`config.mk`:
```
export PLATFORM = sky130hd
export DESIGN_NAME = mem_bridge
export DESIGN_NICKNAME = d
export VERILOG_FILES = /design/src/rtl/mem_bridge_pkg.sv /design/src/rtl/mem_bridge_tx_fifo.sv /design/src/rtl/mem_bridge.sv
export SDC_FILE = /design/constraint.sdc
export NUM_CORES = 1
export LEC_CHECK = 0
export BUFFER_PORTS_ARGS = -buffer_cell sky130_fd_sc_hd__clkbuf_2
export CORE_MARGIN = 2
export CORE_UTILIZATION = 35
export CTS_CLUSTER_SIZE = 12
export DETAILED_ROUTE_END_ITERATION = 10
export GPL_ROUTABILITY_DRIVEN = 0
export SLEW_MARGIN = 10
export SYNTH_ARGS = -nofsm -noshare
export SYNTH_HDL_FRONTEND = slang
export SYNTH_SLANG_ARGS = --single-unit
export TNS_END_PERCENT = 20
```
`constraint.sdc`:
```
create_clock -name clk -period 8.1 [get_ports clk]
set_clock_uncertainty 0.15 [all_clocks]
set_input_delay 0.405 -clock clk [delete_from_list [all_inputs] [get_ports clk]]
set_output_delay 0.405 -clock clk [all_outputs]
set_load 0.1 [all_outputs]
```
`src/rtl/mem_bridge_pkg.sv`:
```
// Shared definitions for the CPU memory/IO bridge: request mode codes, address map,
// bridge FSM states and the sub-word load/store lane helpers.
package mem_bridge_pkg;

    localparam logic [3:0] MEM_NONE = 4'd0;
    localparam logic [3:0] MEM_LW   = 4'd1;
    localparam logic [3:0] MEM_LH   = 4'd2;
    localparam logic [3:0] MEM_LHU  = 4'd3;
    localparam logic [3:0] MEM_LB   = 4'd4;
    localparam logic [3:0] MEM_LBU  = 4'd5;
    localparam logic [3:0] MEM_SW   = 4'd6;
    localparam logic [3:0] MEM_SH   = 4'd7;
    localparam logic [3:0] MEM_SB   = 4'd8;

    localparam logic [31:0] SRAM_BASE      = 32'h8000_0000;
    localparam logic [31:0] SRAM_MASK      = 32'hFFC0_0000;
    localparam logic [31:0] UART_DATA_ADDR = 32'hBFD0_03F8;
    localparam logic [31:0] UART_STAT_ADDR = 32'hBFD0_03FC;

    typedef enum logic [2:0] {
        BR_IDLE    = 3'd0,
        BR_SRAM_RD = 3'd1,
        BR_SRAM_WR = 3'd2,
        BR_WR_HOLD = 3'd3,
        BR_TX_WAIT = 3'd4,
        BR_DONE    = 3'd5
    } brState_t;

    function automatic logic isLoad(input logic [3:0] mode);
        return mode inside {MEM_LW, MEM_LH, MEM_LHU, MEM_LB, MEM_LBU};
    endfunction

    function automatic logic isStore(input logic [3:0] mode);
        return mode inside {MEM_SW, MEM_SH, MEM_SB};
    endfunction

    // Little-endian lane select followed by sign or zero extension.
    function automatic logic [31:0] loadExtend(input logic [3:0] mode, input logic [1:0] lane,
                                               input logic [31:0] word);
        logic [7:0]  b;
        logic [15:0] h;
        logic [31:0] res;
        case (lane)
            2'd0:    b = word[7:0];
            2'd1:    b = word[15:8];
            2'd2:    b = word[23:16];
            default: b = word[31:24];
        endcase
        h = lane[1] ? word[31:16] : word[15:0];
        case (mode)
            MEM_LW:  res = word;
            MEM_LH:  res = {{16{h[15]}}, h};
            MEM_LHU: res = {16'h0000, h};
            MEM_LB:  res = {{24{b[7]}}, b};
            MEM_LBU: res = {24'h000000, b};
            default: res = 32'h0;
        endcase
        return res;
    endfunction

    function automatic logic [3:0] storeBeN(input logic [3:0] mode, input logic [1:0] lane);
        logic [3:0] be;
        case (mode)
            MEM_SH:  be = lane[1] ? 4'b0011 : 4'b1100;
            MEM_SB:  be = ~(4'b0001 << lane);
            default: be = 4'b0000;
        endcase
        return be;
    endfunction

    function automatic logic [31:0] storeData(input logic [3:0] mode, input logic [31:0] data);
        logic [31:0] res;
        case (mode)
            MEM_SH:  res = {2{data[15:0]}};
            MEM_SB:  res = {4{data[7:0]}};
            default: res = data;
        endcase
        return res;
    endfunction

endpackage

```
`src/rtl/mem_bridge_tx_fifo.sv`:
```
// Byte FIFO buffering UART transmit traffic; a push while full is taken only
// alongside a pop in the same cycle.
module tx_fifo #(
    parameter int DEPTH = 4
) (
    input  logic       clk,
    input  logic       rst,
    input  logic       i_push,
    input  logic [7:0] i_pushData,
    input  logic       i_pop,
    output logic       o_full,
    output logic       o_empty,
    output logic [7:0] o_head
);

    localparam int AW = (DEPTH > 1) ? $clog2(DEPTH) : 1;
    localparam logic [AW:0] FULL_COUNT = (AW + 1)'(DEPTH);

    logic [7:0]    r_mem [DEPTH];
    logic [AW-1:0] r_rdPtr;
    logic [AW-1:0] r_wrPtr;
    logic [AW:0]   r_count;
    logic          w_doPop;
    logic          w_doPush;

    assign o_full   = (r_count == FULL_COUNT);
    assign o_empty  = (r_count == '0);
    assign o_head   = r_mem[r_rdPtr];
    assign w_doPop  = i_pop && !o_empty;
    assign w_doPush = i_push && (!o_full || w_doPop);

    // Pointers wrap naturally because DEPTH is a power of two.
    always_ff @(posedge clk or negedge rst) begin
        if (!rst) begin
            r_rdPtr <= '0;
            r_wrPtr <= '0;
            r_count <= '0;
            for (int i = 0; i < DEPTH; i++) r_mem[i] <= 8'h00;
        end else begin
            if (w_doPush) begin
                r_mem[r_wrPtr] <= i_pushData;
                r_wrPtr        <= r_wrPtr + 1'b1;
            end
            if (w_doPop) r_rdPtr <= r_rdPtr + 1'b1;
            case ({w_doPush, w_doPop})
                2'b10:   r_count <= r_count + 1'b1;
                2'b01:   r_count <= r_count - 1'b1;
                default: r_count <= r_count;
            endcase
        end
    end

endmodule

```
`src/rtl/mem_bridge.sv`:
```
// Memory/IO bridge between the multi-cycle CPU core and the async SRAM / UART registers.
// All SRAM-facing outputs are registered from the next state so the strobes never glitch.
module mem_bridge #(
    parameter int SRAM_WAIT = 2,
    parameter int TX_DEPTH  = 4
) (
    input  logic        clk,
    input  logic        rst,
    input  logic [3:0]  io_mode,
    input  logic [31:0] io_addr,
    input  logic [31:0] io_wdata,
    output logic [31:0] io_rdata,
    output logic        io_ready,
    output logic [19:0] sram_addr,
    output logic [31:0] sram_data_o,
    input  logic [31:0] sram_data_i,
    output logic        sram_data_oe,
    output logic [3:0]  sram_be_n,
    output logic        sram_ce_n,
    output logic        sram_oe_n,
    output logic        sram_we_n,
    output logic [7:0]  uart_tx_data,
    output logic        uart_tx_valid,
    input  logic        uart_tx_ready,
    input  logic [7:0]  uart_rx_data,
    input  logic        uart_rx_valid,
    output logic        uart_rx_ack
);

    import mem_bridge_pkg::*;

    localparam int CW = (SRAM_WAIT > 1) ? $clog2(SRAM_WAIT) : 1;
    localparam logic [CW-1:0] WAIT_LAST = CW'(SRAM_WAIT - 1);

    brState_t    r_state;
    brState_t    w_nextState;
    logic [3:0]  r_mode;
    logic [1:0]  r_lane;
    logic [7:0]  r_txByte;
    logic [CW-1:0] r_waitCnt;
    logic [31:0] r_rdata;
    logic        r_rxAck;
    logic [19:0] r_sramAddr;
    logic [31:0] r_sramDataO;
    logic        r_dataOe;
    logic [3:0]  r_beN;
    logic        r_ceN;
    logic        r_oeN;
    logic        r_weN;

    logic        w_req;
    logic        w_sramHit;
    logic        w_uartData;
    logic        w_uartStat;
    logic        w_reqLoad;
    logic        w_reqStore;
    logic        w_waitLast;
    logic        w_txFull;
    logic        w_txEmpty;
    logic        w_txPop;
    logic        w_txRoom;
    logic        w_txPush;
    logic [7:0]  w_txData;
    logic [31:0] w_immData;
    logic        w_enterSram;
    logic        w_inSram;

    assign w_req      = (r_state == BR_IDLE) && (io_mode != MEM_NONE);
    assign w_sramHit  = ((io_addr & SRAM_MASK) == SRAM_BASE);
    assign w_uartData = (io_addr == UART_DATA_ADDR);
    assign w_uartStat = (io_addr == UART_STAT_ADDR);
    assign w_reqLoad  = isLoad(io_mode);
    assign w_reqStore = isStore(io_mode);
    assign w_waitLast = (r_waitCnt == WAIT_LAST);
    assign w_txPop    = !w_txEmpty && uart_tx_ready;
    assign w_txRoom   = !w_txFull || w_txPop;
    assign w_txData   = (r_state == BR_TX_WAIT) ? r_txByte : io_wdata[7:0];

    assign w_immData = (w_reqLoad && w_uartData && uart_rx_valid) ? {24'h000000, uart_rx_data} :
                       (w_reqLoad && w_uartStat) ? {30'h0, uart_rx_valid, ~w_txFull} : 32'h0;

    assign w_enterSram = (r_state == BR_IDLE) &&
                         (w_nextState inside {BR_SRAM_RD, BR_SRAM_WR});
    assign w_inSram    = w_nextState inside {BR_SRAM_RD, BR_SRAM_WR, BR_WR_HOLD};

    always_ff @(posedge clk or negedge rst) begin
        if (!rst) r_state <= BR_IDLE;
        else      r_state <= w_nextState;
    end

    // Next-state decode; the UART push is issued only when the FIFO can take it this cycle.
    always_comb begin
        w_nextState = r_state;
        w_txPush    = 1'b0;
        case (r_state)
            BR_IDLE: begin
                if (w_req) begin
                    if (w_sramHit && w_reqLoad)
                        w_nextState = BR_SRAM_RD;
                    else if (w_sramHit && w_reqStore)
                        w_nextState = BR_SRAM_WR;
                    else if (w_uartData && w_reqStore) begin
                        if (w_txRoom) begin
                            w_txPush    = 1'b1;
                            w_nextState = BR_DONE;
                        end else begin
                            w_nextState = BR_TX_WAIT;
                        end
                    end else
                        w_nextState = BR_DONE;
                end
            end
            BR_SRAM_RD: if (w_waitLast) w_nextState = BR_DONE;
            BR_SRAM_WR: if (w_waitLast) w_nextState = BR_WR_HOLD;
            BR_WR_HOLD: w_nextState = BR_DONE;
            BR_TX_WAIT: begin
                if (w_txRoom) begin
                    w_txPush    = 1'b1;
                    w_nextState = BR_DONE;
                end
            end
            BR_DONE:    w_nextState = BR_IDLE;
            default:    w_nextState = BR_IDLE;
        endcase
    end

    always_ff @(posedge clk or negedge rst) begin
        if (!rst) begin
            r_mode      <= MEM_NONE;
            r_lane      <= 2'b00;
            r_txByte    <= 8'h00;
            r_waitCnt   <= '0;
            r_rdata     <= 32'h0;
            r_rxAck     <= 1'b0;
            r_sramAddr  <= 20'h0;
            r_sramDataO <= 32'h0;
            r_dataOe    <= 1'b0;
            r_beN       <= 4'hF;
            r_ceN       <= 1'b1;
            r_oeN       <= 1'b1;
            r_weN       <= 1'b1;
        end else begin
            if (w_req) begin
                r_mode   <= io_mode;
                r_lane   <= io_addr[1:0];
                r_txByte <= io_wdata[7:0];
                r_rdata  <= w_immData;
            end else if (r_state == BR_SRAM_RD && w_waitLast) begin
                r_rdata <= loadExtend(r_mode, r_lane, sram_data_i);
            end

            if ((w_nextState == r_state) && (r_state inside {BR_SRAM_RD, BR_SRAM_WR}))
                r_waitCnt <= r_waitCnt + 1'b1;
            else
                r_waitCnt <= '0;

            r_rxAck  <= w_req && (w_nextState == BR_DONE) && w_reqLoad && w_uartData && uart_rx_valid;
            r_ceN    <= !w_inSram;
            r_oeN    <= (w_nextState != BR_SRAM_RD);
            r_weN    <= (w_nextState != BR_SRAM_WR);
            r_dataOe <= w_nextState inside {BR_SRAM_WR, BR_WR_HOLD};

            // Reads fetch the whole word; lane extraction happens on capture.
            if (w_enterSram) begin
                r_sramAddr <= io_addr[21:2];
                r_beN      <= (w_nextState == BR_SRAM_WR) ? storeBeN(io_mode, io_addr[1:0]) : 4'h0;
                if (w_nextState == BR_SRAM_WR) r_sramDataO <= storeData(io_mode, io_wdata);
            end else if (!w_inSram) begin
                r_beN <= 4'hF;
            end
        end
    end

    tx_fifo #(
        .DEPTH (TX_DEPTH)
    ) u_txFifo (
        .clk        (clk),
        .rst        (rst),
        .i_push     (w_txPush),
        .i_pushData (w_txData),
        .i_pop      (w_txPop),
        .o_full     (w_txFull),
        .o_empty    (w_txEmpty),
        .o_head     (uart_tx_data)
    );

    assign io_rdata      = r_rdata;
    assign io_ready      = (r_state == BR_DONE);
    assign uart_rx_ack   = r_rxAck;
    assign uart_tx_valid = !w_txEmpty;
    assign sram_addr     = r_sramAddr;
    assign sram_data_o   = r_sramDataO;
    assign sram_data_oe  = r_dataOe;
    assign sram_be_n     = r_beN;
    assign sram_ce_n     = r_ceN;
    assign sram_oe_n     = r_oeN;
    assign sram_we_n     = r_weN;

endmodule
```
==> results of run 1 <==
==> worst reg2reg max path, cell delays in order (launching register included) <==
cell	delay, ns
dfrtp_1	0.58
or3_1	0.44
a211o_1	0.26
and4b_1	0.68
a21o_4	0.45
nand2_1	0.11
ha_1	0.23
inv_1	0.08
fa_1	0.19
xor2_1	0.14
nor2_1	0.06
xor2_1	0.14
==> report_power, final <==
part / switching [mW] / internal, mW
clock network: 0.342 / 0.441
logic: 1.09 / 0.426
registers: 0.178 / 0.924
total: 1.61 / 1.79
==> cell usage after synthesis, types with 7 or more instances <==
cell | number | area [um2]
a211oi_1 | 11 | 82.6
a21oi_1 | 35 | 175
dfrtp_1 | 143 | 3580
a32oi_1 | 32 | 280
or3_1 | 7 | 43.8
a221oi_1 | 15 | 131
buf_2 | 11 | 55.1
buf_1 | 7 | 26.3
mux2i_1 | 15 | 150
a222oi_1 | 7 | 70.1
inv_1 | 12 | 45.0
nor2_1 | 53 | 199
clkbuf_1 | 30 | 113
mux2_2 | 28 | 315
o21ai_0 | 36 | 180
mux4_2 | 16 | 360
a221o_1 | 7 | 70.1
dfstp_2 | 7 | 184
and2_1 | 17 | 106
a21o_1 | 16 | 120
nand2_1 | 92 | 345
==> metrics by stage <==
step | instance area (um2) | setup slack, ns
6_report | 9360 | 4.48
5_1_grt | 9360 | 4.30
4_1_cts | 9360 | 4.51
3_5_place_dp | 8770 | 4.07
3_3_place_gp | 8770 | 4.16
2_1_floorplan | 7570 | 4.97
==> final timing paths <==
| path | start | endpoint | slack (ns) |
|---|---|---|---|
| max | r_state[2]$_DFF_PN0_ | u_txFifo.r_count[2]$_DFFE_PN0P_ | 4.48 |
| min | uart_rx_data[7] | io_rdata[7]$_DFFE_PN0P_ | 0.07 |
| max reg2reg | r_state[2]$_DFF_PN0_ | u_txFifo.r_count[2]$_DFFE_PN0P_ | 4.48 |
| min reg2reg | r_txByte[6]$_DFFE_PN0P_ | r_txByte[6]$_DFFE_PN0P_ | 0.32 |
| max in group asynchronous | rst | sram_data_o[17]$_DFFE_PN0P_ | 6.07 |
| min in group asynchronous | rst | sram_addr[8]$_DFFE_PN0P_ | 0.49 |
==> routing by layer <==
metal / GRT usage (%) / vias to the layer above / part of all wire (%)
met5: 0 / - / 0
met4: 5.75 / 0 / 1.3
met3: 4.55 / 18 / 6.3
met2: 29.9 / 240 / 47
met1: 27.8 / 3129 / 46
li1: - / 2984 / -
==> layout make-up <==
type / count / share of cell area, %
tap: 275 / 3.68
clock buffer: 18 / 4.69
inverter: 12 / 0.481
sequential: 150 / 40.2
clock inverter: 14 / 1.51
timing repair buffer: 222 / 12.2
multi-input combinational: 480 / 37.3
==> sequential cells by signal, indices dropped and copies added, names as in the netlist, 4 cells and up <==
| signal | flops |
|---|---|
| sram_addr | 20 |
| io_rdata | 32 |
| r_mode | 4 |
| r_txByte | 8 |
| sram_be_n | 4 |
| sram_data_o | 32 |
| u_txFifo.r_mem | 32 |
==> cells by family (layout without fill, tap and decap cells) <==
family | count (synthesis) | count (layout) | share of synthesized area, %
AOI/OAI and AO/OA | 184 | 184 | 17.5
xor gates and xnor gates | 5 | 5 | 0.579
adders and majority gates | 7 | 7 | 1.22
buffers and inverters | 68 | 266 | 4.40
DFF | 150 | 150 | 49.7
muxes | 59 | 59 | 10.9
and+or+nand+nor | 225 | 225 | 15.7
==> results.txt, run 1 <==
status = finished, final reports clean
slowest stage cell on the critical path = and4b_1
hold_ws = 0.0679 ns
Sequential Area = 3760 um2
CP bufs+invs = 1
pin count of the biggest net entering global routing = 97
number of flops mapped to enable cells by yosys = 0
crit start category = register
max incr delay on CP = 0.68 ns
CTS Root Cell = clkbuf_16
Slew Viols, Final = 0
Critical Path RT = 8.25 ns
commonest non-fill, non-tap cells in the layout = 213 x clkbuf_2, 143 x dfrtp_1, 92 x nand2_1
Crit path max-delay family = simple AND/OR/NAND/NOR gates
initial antenna violation count = 0
ant diodes = 0
VDD IR max = 0.000194 V
critical path depth = 11
number of global-route vias before repair = 6136
Non-Filler Instances = 1171
DR WL/cell = 18.8 um
global-route wire length before repair = 34.5 mm
Cell Pwr Density = 363 nW/um2
hold-fix buffers at CTS = 1
Clock Sinks = 150
Setup crit end kind = register
leakage power = 4.60 nW
placed insts = 1138
CTS Buf Count = 17
final setup fails = 0
number of fill cells in the layout = 2074
Tot Pwr = 3.40 mW
Top cell by count, worst path = xor2_1
Reg2Reg Depth = 11
Synth cell types = 65
crit share post-route = 44.7%
Final Hold Vio Count = 0
DP HPWL = 15.8 mm
area growth from synthesis to layout = 23.7%
first-pass detailed-route iteration total = 7
ys async rst share = 100%
I/O pins = 215
Post-route DRC = 0
DIE AREA = 22800 um2
setup bufs post-CTS = 0
Starting Density = 35.8%
layout net count = 1001
sequential element share of the synthesized area = 49.7%
unrepaired setup endpoints after global routing = false
post-route ant nets = 0
CP cell instances = or3_1, a211o_1, and4b_1, a21o_4, nand2_1, ha_1, inv_1, fa_1, xor2_1, nor2_1, xor2_1
syn_area_per_cell = 10.8 um2
via count = 6371
Max clock buf depth = 2
Max-cap violations = 0
Rel. slew slack = 25.0%
commonest non-fill, non-tap cell in the layout = clkbuf_2
row count = 53
yosys warns = 0
Mapped Cells = 698
core area = 21200 um2
cell area after synthesis = 7570 um2
Port Buf Inserts = 214
Total Routing Usage GR = 19.6%
Die Y = 151 um
critical path peak fanout = 33
fraction of layout cells with a size suffix above 1 = 35.7%
H-tree Lvls = 4
achievable clock frequency = 276 MHz
actual slew at the worst max-slew pin = 1.13 ns
syn_nets = 816
Final min period = 3.62 ns
multi-input logic area = 3490 um2
total wire length = 22.0 mm
post_cts resized = 0
hold path cells = 2
Die Width = 151 um
Sum Neg Setup Slack = 0 ns
FF+latch count, synth = 150
Crit Path Category = reg -> reg
vias per cell = 5.44
Worst-path clk slew = 0.07 ns
top_reg_cell synth = dfrtp_1
Hold Path Class = in -> reg
worst skew pair latency = 0.42 ns
Final Core Density = 44.2%
initial DRC count = 551
Worst Path Arrival = 3.77 ns
TritonCTS clock tree = done
GR Overflow Total = 0
No activity file was read; power rests on OpenSTA's default activity.
==> run 2, diff against run 1 <==
- clock period: 8.1 -> 3.43 ns (I/O delays scaled with it)
==> run 2 against run 1 <==
Sequential power rose by 130%. Wire length rose by 5.1%. Cell count rose by 9.9%. Power rose by 140%. Global-route usage rose by 1.4 points. Critical path type is now in -> reg. Critical endpoint unchanged. Largest cell class unchanged. Highest routed layer unchanged.
==> results.txt, run 2 (synthesis gave the netlist of run 1 again) <==
critical path peak fanout = 4 (-88%)
Final Core Density = 49.6% (+5.4 points)
achievable clock frequency = 323 MHz
Crit Path Category = in -> reg
GR Overflow Total = 0 (unchanged)
Starting Density = 35.8% (unchanged)
Die Y = 151 um (unchanged)
number of global-route vias before repair = 6925 (+13%)
DIE AREA = 22800 um2 (unchanged)
total wire length = 23.1 mm (+5.1%)
Post-route DRC = 0 (unchanged)
layout net count = 1117 (+12%)
Final min period = 3.10 ns
CP cell instances = dlygate4sd3_1, clkbuf_2, or4b_1, nor4_4, and4b_1, a21o_4, nand2_1, ha_1, inv_1, fa_1, xor2_1, nor2_1, xor2_1
final setup fails = 0 (unchanged)
global-route wire length before repair = 37.3 mm (+8.1%)
post-route ant nets = 0 (unchanged)
Port Buf Inserts = 214 (unchanged)
core area = 21200 um2 (unchanged)
slowest stage cell on the critical path = or4b_1
Sum Neg Setup Slack = 0 ns (unchanged)
Max clock buf depth = 2 (unchanged)
Worst-path clk slew = 0.06 ns (about the same)
CP bufs+invs = 3 (+2)
multi-input logic area = 3490 um2 (unchanged)
pin count of the biggest net entering global routing = 77 (-21%)
H-tree Lvls = 4 (unchanged)
crit start category = input pin
max incr delay on CP = 0.59 ns (-0.09 ns)
ant diodes = 0 (unchanged)
VDD IR max = 0.000444 V (+130%)
CTS Root Cell = clkbuf_16
CTS Buf Count = 17 (unchanged)
met2 Use GR = 33.2% (+3.3 points)
Rel. slew slack = 50.8% (+26 points)
Total Routing Usage GR = 21.0% (+1.4 points)
met3 Use GR = 5.12% (+0.57 points)
Slew Viols, Final = 0 (unchanged)
I/O pins = 215 (unchanged)
DR WL/cell = 18.0 um (-4.4%)
Sequential Area = 3760 um2 (unchanged)
Clock Sinks = 150 (unchanged)
fraction of layout cells with a size suffix above 1 = 33.0% (-2.7 points)
Worst Path Arrival = 3.25 ns (-0.52 ns)
initial DRC count = 456 (-17%)
Top cell by count, worst path = xor2_1
status = finished, final reports clean
via count = 6814 (+7.0%)
actual slew at the worst max-slew pin = 0.733 ns (-0.393 ns)
Crit path max-delay family = simple AND/OR/NAND/NOR gates
area growth from synthesis to layout = 38.7%
gr busiest metal = met2
initial antenna violation count = 0 (unchanged)
Max-cap violations = 0 (unchanged)
TritonCTS clock tree = done
Hold Path Class = in -> reg
first-pass detailed-route iteration total = 6 (-1)
Setup crit end kind = register
number of fill cells in the layout = 1965 (-5.3%)
GRT met1 Usage = 28.5% (+0.70 points)
Die Width = 151 um (unchanged)
crit share post-route = 90.3%
unrepaired setup endpoints after global routing = false
commonest non-fill, non-tap cell in the layout = clkbuf_2
DP HPWL = 16.0 mm (+0.95%)
worst skew pair latency = 0.42 ns (about the same)
Final Hold Vio Count = 0 (unchanged)
row count = 53 (unchanged)
Critical Path RT = 3.58 ns (-4.67 ns)
leakage power = 5.08 nW (+11%)
Cell Pwr Density = 790 nW/um2 (+120%)
commonest non-fill, non-tap cells in the layout = 213 x clkbuf_2, 143 x dfrtp_1, 101 x dlygate4sd3_1
vias per cell = 5.29 (-2.7%)
==> run 2: cell types whose count changed in the layout (fill, tap and decap cells not counted), sizes merged <==
cell         before  now
buf               8   24
bufinv            1    2
clkbuf          231  233
clkinv            3    2
dlygate4sd3       1  101
inv              19   17
==> run 2: through the flow <==
| stage | hold WS (ns) | power [mW] | instances | area [um2] | setup WS (ns) |
|---|---|---|---|---|---|
| floorplan | -0.274 | 5.49 | 698 | 7570 | 0.535 |
| global route | 0.0269 | 8.76 | 1287 | 10500 | 0.176 |
| detailed placement | 0.116 | 6.30 | 1154 | 8900 | 0.478 |
| finish | 0.0191 | 8.30 | 1287 | 10500 | 0.331 |
| global placement | 0.106 | 6.27 | 1154 | 8900 | 0.515 |
| CTS | 0.000697 | 8.34 | 1287 | 10500 | 0.371 |
==> run 2: worst paths after layout <==
path / startpoint / endpoint / slack, ns / cells past startpoint
setup reg to reg: r_state[0]$_DFF_PN0_ / u_txFifo.r_count[2]$_DFFE_PN0P_ / 0.59 / 11
hold / removal: sram_data_i[18] / io_rdata[18]$_DFFE_PN0P_ / 0.02 / 4
max in group asynchronous: rst / uart_rx_ack$_DFF_PN0_ / 2.12 / 3
min in group asynchronous: rst / sram_addr[4]$_DFFE_PN0P_ / 0.18 / 2
setup / recovery: io_addr[1] / u_txFifo.r_count[2]$_DFFE_PN0P_ / 0.33 / 13
hold reg to reg: io_rdata[14]$_DFFE_PN0P_ / io_rdata[14]$_DFFE_PN0P_ / 0.32 / 2
==> run 2: report_power, final <==
part           internal [mW]  total (mW)  switching [mW]
Sequential              2.18        2.57           0.385
Clock                   1.10        1.88           0.776
Combinational           1.19        3.85            2.66
Total                   4.48        8.30            3.82
==> run 2: worst register-to-register path: cells and delay by family, from the launching register on <==
| family | cells | cell delay, ns |
|---|---|---|
| simple gates | 4 | 0.87 |
| flops | 1 | 0.50 |
| fa+ha+maj | 2 | 0.42 |
| compound gates | 2 | 0.40 |
| xor+xnor | 2 | 0.29 |
| buf+inv | 1 | 0.08 |
==> run 2: layout make-up <==
cell class | count | share of cell area [%]
inverters | 12 | 0.429
well taps | 275 | 3.28
clock buffers | 20 | 4.25
flip-flops and latches | 150 | 35.8
multi-input cells | 480 | 33.2
repair buffers | 338 | 21.7
clock inverters | 12 | 1.33
==> run 2: timing repair <==
action                     4_1_cts  5_1_grt
resized for setup                0        0
hold buffers                   101        0
buffers inserted                 0        0
setup endpoints to repair        0        0
hold endpoints to repair       165        0
==> run 2: metal layers <==
layer / wire [um] / vias to the layer above
li1: - / 3216
met1: 10600 / 3342
met2: 10800 / 230
met3: 1330 / 26
met4: 454 / 0
met5: 0 / -
==> run 3, diff against run 2 <==
- CORE_UTILIZATION: 35 -> 53
- PLACE_DENSITY: unset -> 0.81
==> run 3 against run 2 <==
The run now ends with hold timing left. Sequential share of layout area rose by 0.65 points. Sequential power barely moved. Clock power barely moved. Largest cell class unchanged. Cell area decreased by 1.8%. Global-route usage rose by 11 points. Highest routed layer unchanged. Via count increased by 6.3%. Power about the same. Register-to-register slack got worse by 0.07 ns.
==> results.txt, run 3 (synthesis gave the netlist of run 1 again) <==
area growth from synthesis to layout = 36.2%
failing checks = hold timing
Crit. Startpoint = io_addr[1]
status = finished, violations left
Worst-path clk slew = 0.06 ns (about the same)
DP HPWL = 14.6 mm (-8.6%)
CP cell instances = dlygate4sd3_1, clkbuf_2, or4b_1, nor4_4, and4b_1, a21o_4, nand2_1, ha_1, inv_1, fa_1, xor2_1, nor2_1, xor2_1
fraction of layout cells with a size suffix above 1 = 33.2% (+0.16 points)
Worst Path Arrival = 3.23 ns (-0.02 ns)
CTS Root Cell = clkbuf_16
crit share post-route = 89.7% (-0.61 points)
Crit Path Category = in -> reg
Top cell by count, worst path = xor2_1
FF-to-FF setup slack = 0.52 ns (-0.07 ns)
I/O pins = 215 (unchanged)
slowest stage cell on the critical path = or4b_1
vias per cell = 6.11 (+15%)
setup bufs post-CTS = 0 (unchanged)
leakage power = 5.06 nW (-0.44%)
Slew Viols, Final = 0 (unchanged)
Setup crit end kind = register
achievable clock frequency = 325 MHz (+0.68%)
max incr delay on CP = 0.59 ns (about the same)
crit start category = input pin
H-tree Lvls = 4 (unchanged)
Clock Sinks = 150 (unchanged)
CTS Buf Count = 17 (unchanged)
DIE AREA = 15300 um2 (-33%)
VDD IR max = 0.000502 V (+13%)
post_cts resized = 0 (unchanged)
Rel. slew slack = 46.9% (-3.9 points)
actual slew at the worst max-slew pin = 0.786 ns (+0.0526 ns)
critical path peak fanout = 4 (unchanged)
total wire length = 23.7 mm (+2.5%)
GR Overflow Total = 0 (unchanged)
Max clock buf depth = 2 (unchanged)
Die Y = 124 um (-18%)
global-route wire length before repair = 37.4 mm (+0.41%)
unrepaired setup endpoints after global routing = false
via count = 7244 (+6.3%)
Port Buf Inserts = 214 (unchanged)
RR Startpoint = r_state[1]$_DFF_PN0_
DR WL/cell = 20.0 um (+11%)
final setup fails = 0 (unchanged)
Final Hold Vio Count = 1 (+1)
pin count of the biggest net entering global routing = 70 (-9.1%)
Non-Filler Instances = 1185 (-7.9%)
Cell Pwr Density = 805 nW/um2 (+1.9%)
TritonCTS clock tree = done
Starting Density = 54.3% (+19 points)
HP Start = sram_data_i[31]
post-route ant nets = 0 (unchanged)
Total Routing Usage GR = 32.1% (+11 points)
Post-route DRC = 0 (unchanged)
row count = 43 (-19%)
Sum Neg Setup Slack = 0 ns (unchanged)
placed insts = 1058 (-8.3%)
hold_ws = -0.00214 ns (-0.0212 ns)
commonest non-fill, non-tap cells in the layout = 213 x clkbuf_2, 143 x dfrtp_1, 94 x dlygate4sd3_1
layout net count = 1109 (-0.72%)
Critical Path RT = 3.58 ns (about the same)
number of global-route vias before repair = 7282 (+5.2%)
Die Width = 124 um (-18%)
initial antenna violation count = 1 (+1)
initial DRC count = 789 (+73%)
Hold Path Class = in -> reg
first-pass detailed-route iteration total = 7 (+1)
worst skew pair latency = 0.42 ns (about the same)
commonest non-fill, non-tap cell in the layout = clkbuf_2
Final min period = 3.08 ns (-0.0210 ns)
core area = 13900 um2 (-34%)
Max-cap violations = 0 (unchanged)
hold-fix buffers at CTS = 94 (-6.9%)
## run 3: critical path, delay by kind of cell
| kind | cells | cell delay, ns |
|---|---|---|
| simple gates | 5 | 1.42 |
| buf+inv | 3 | 0.77 |
| fa+ha+maj | 2 | 0.43 |
| xor+xnor | 2 | 0.30 |
| compound gates | 1 | 0.14 |
## run 3: per-layer routing
metal | up-vias | share of wire [%] | routed length (um) | global-route usage [%]
met4 | 0 | 3.7 | 883 | 16.5
met5 | - | 0 | 0 | 0
met2 | 445 | 49 | 11600 | 50.3
li1 | 3196 | - | - | -
met3 | 86 | 8.4 | 2000 | 7.15
met1 | 3517 | 39 | 9270 | 42.1
## run 3: layout make-up
type                    instances  area, um2
flip-flops and latches        150       3760
clock buffers                  21        460
multi-input cells             480       3490
well taps                     180        225
fillers                       928       3620
clock inverters                11        134
inverters                      12       45.0
diodes                          1       2.50
repair buffers                330       2200
## run 3: power breakdown
group	leakage, nW	internal (mW)	switching (mW)	total, mW
logic	2.83	1.18	2.65	3.83
clock network	0.290	1.12	0.772	1.90
registers	1.94	2.18	0.398	2.58
## run 3: worst paths after layout
path | end | cells after the start
setup / recovery | u_txFifo.r_count[2]$_DFFE_PN0P_ | 13
hold / removal | io_rdata[31]$_DFFE_PN0P_ | 4
setup reg to reg | u_txFifo.r_count[2]$_DFFE_PN0P_ | 11
hold reg to reg | io_rdata[0]$_DFFE_PN0P_ | 2
max in group asynchronous | io_rdata[5]$_DFFE_PN0P_ | 3
min in group asynchronous | sram_addr[12]$_DFFE_PN0P_ | 2
## run 3: per-stage QoR
step                utilization [%]  cell area, um2  worst slack [ns]  power (mW)  hold WS (ns)
finish                         74.0           10300             0.352        8.30      -0.00214
global route                   74.0           10300             0.218        8.70        0.0215
CTS                            74.0           10300             0.370        8.26      0.000246
detailed placement             63.0            8780             0.479        6.23        0.0723
global placement               63.0            8780             0.580        6.15        0.0641
floorplan                         -            7570             0.535        5.49        -0.274
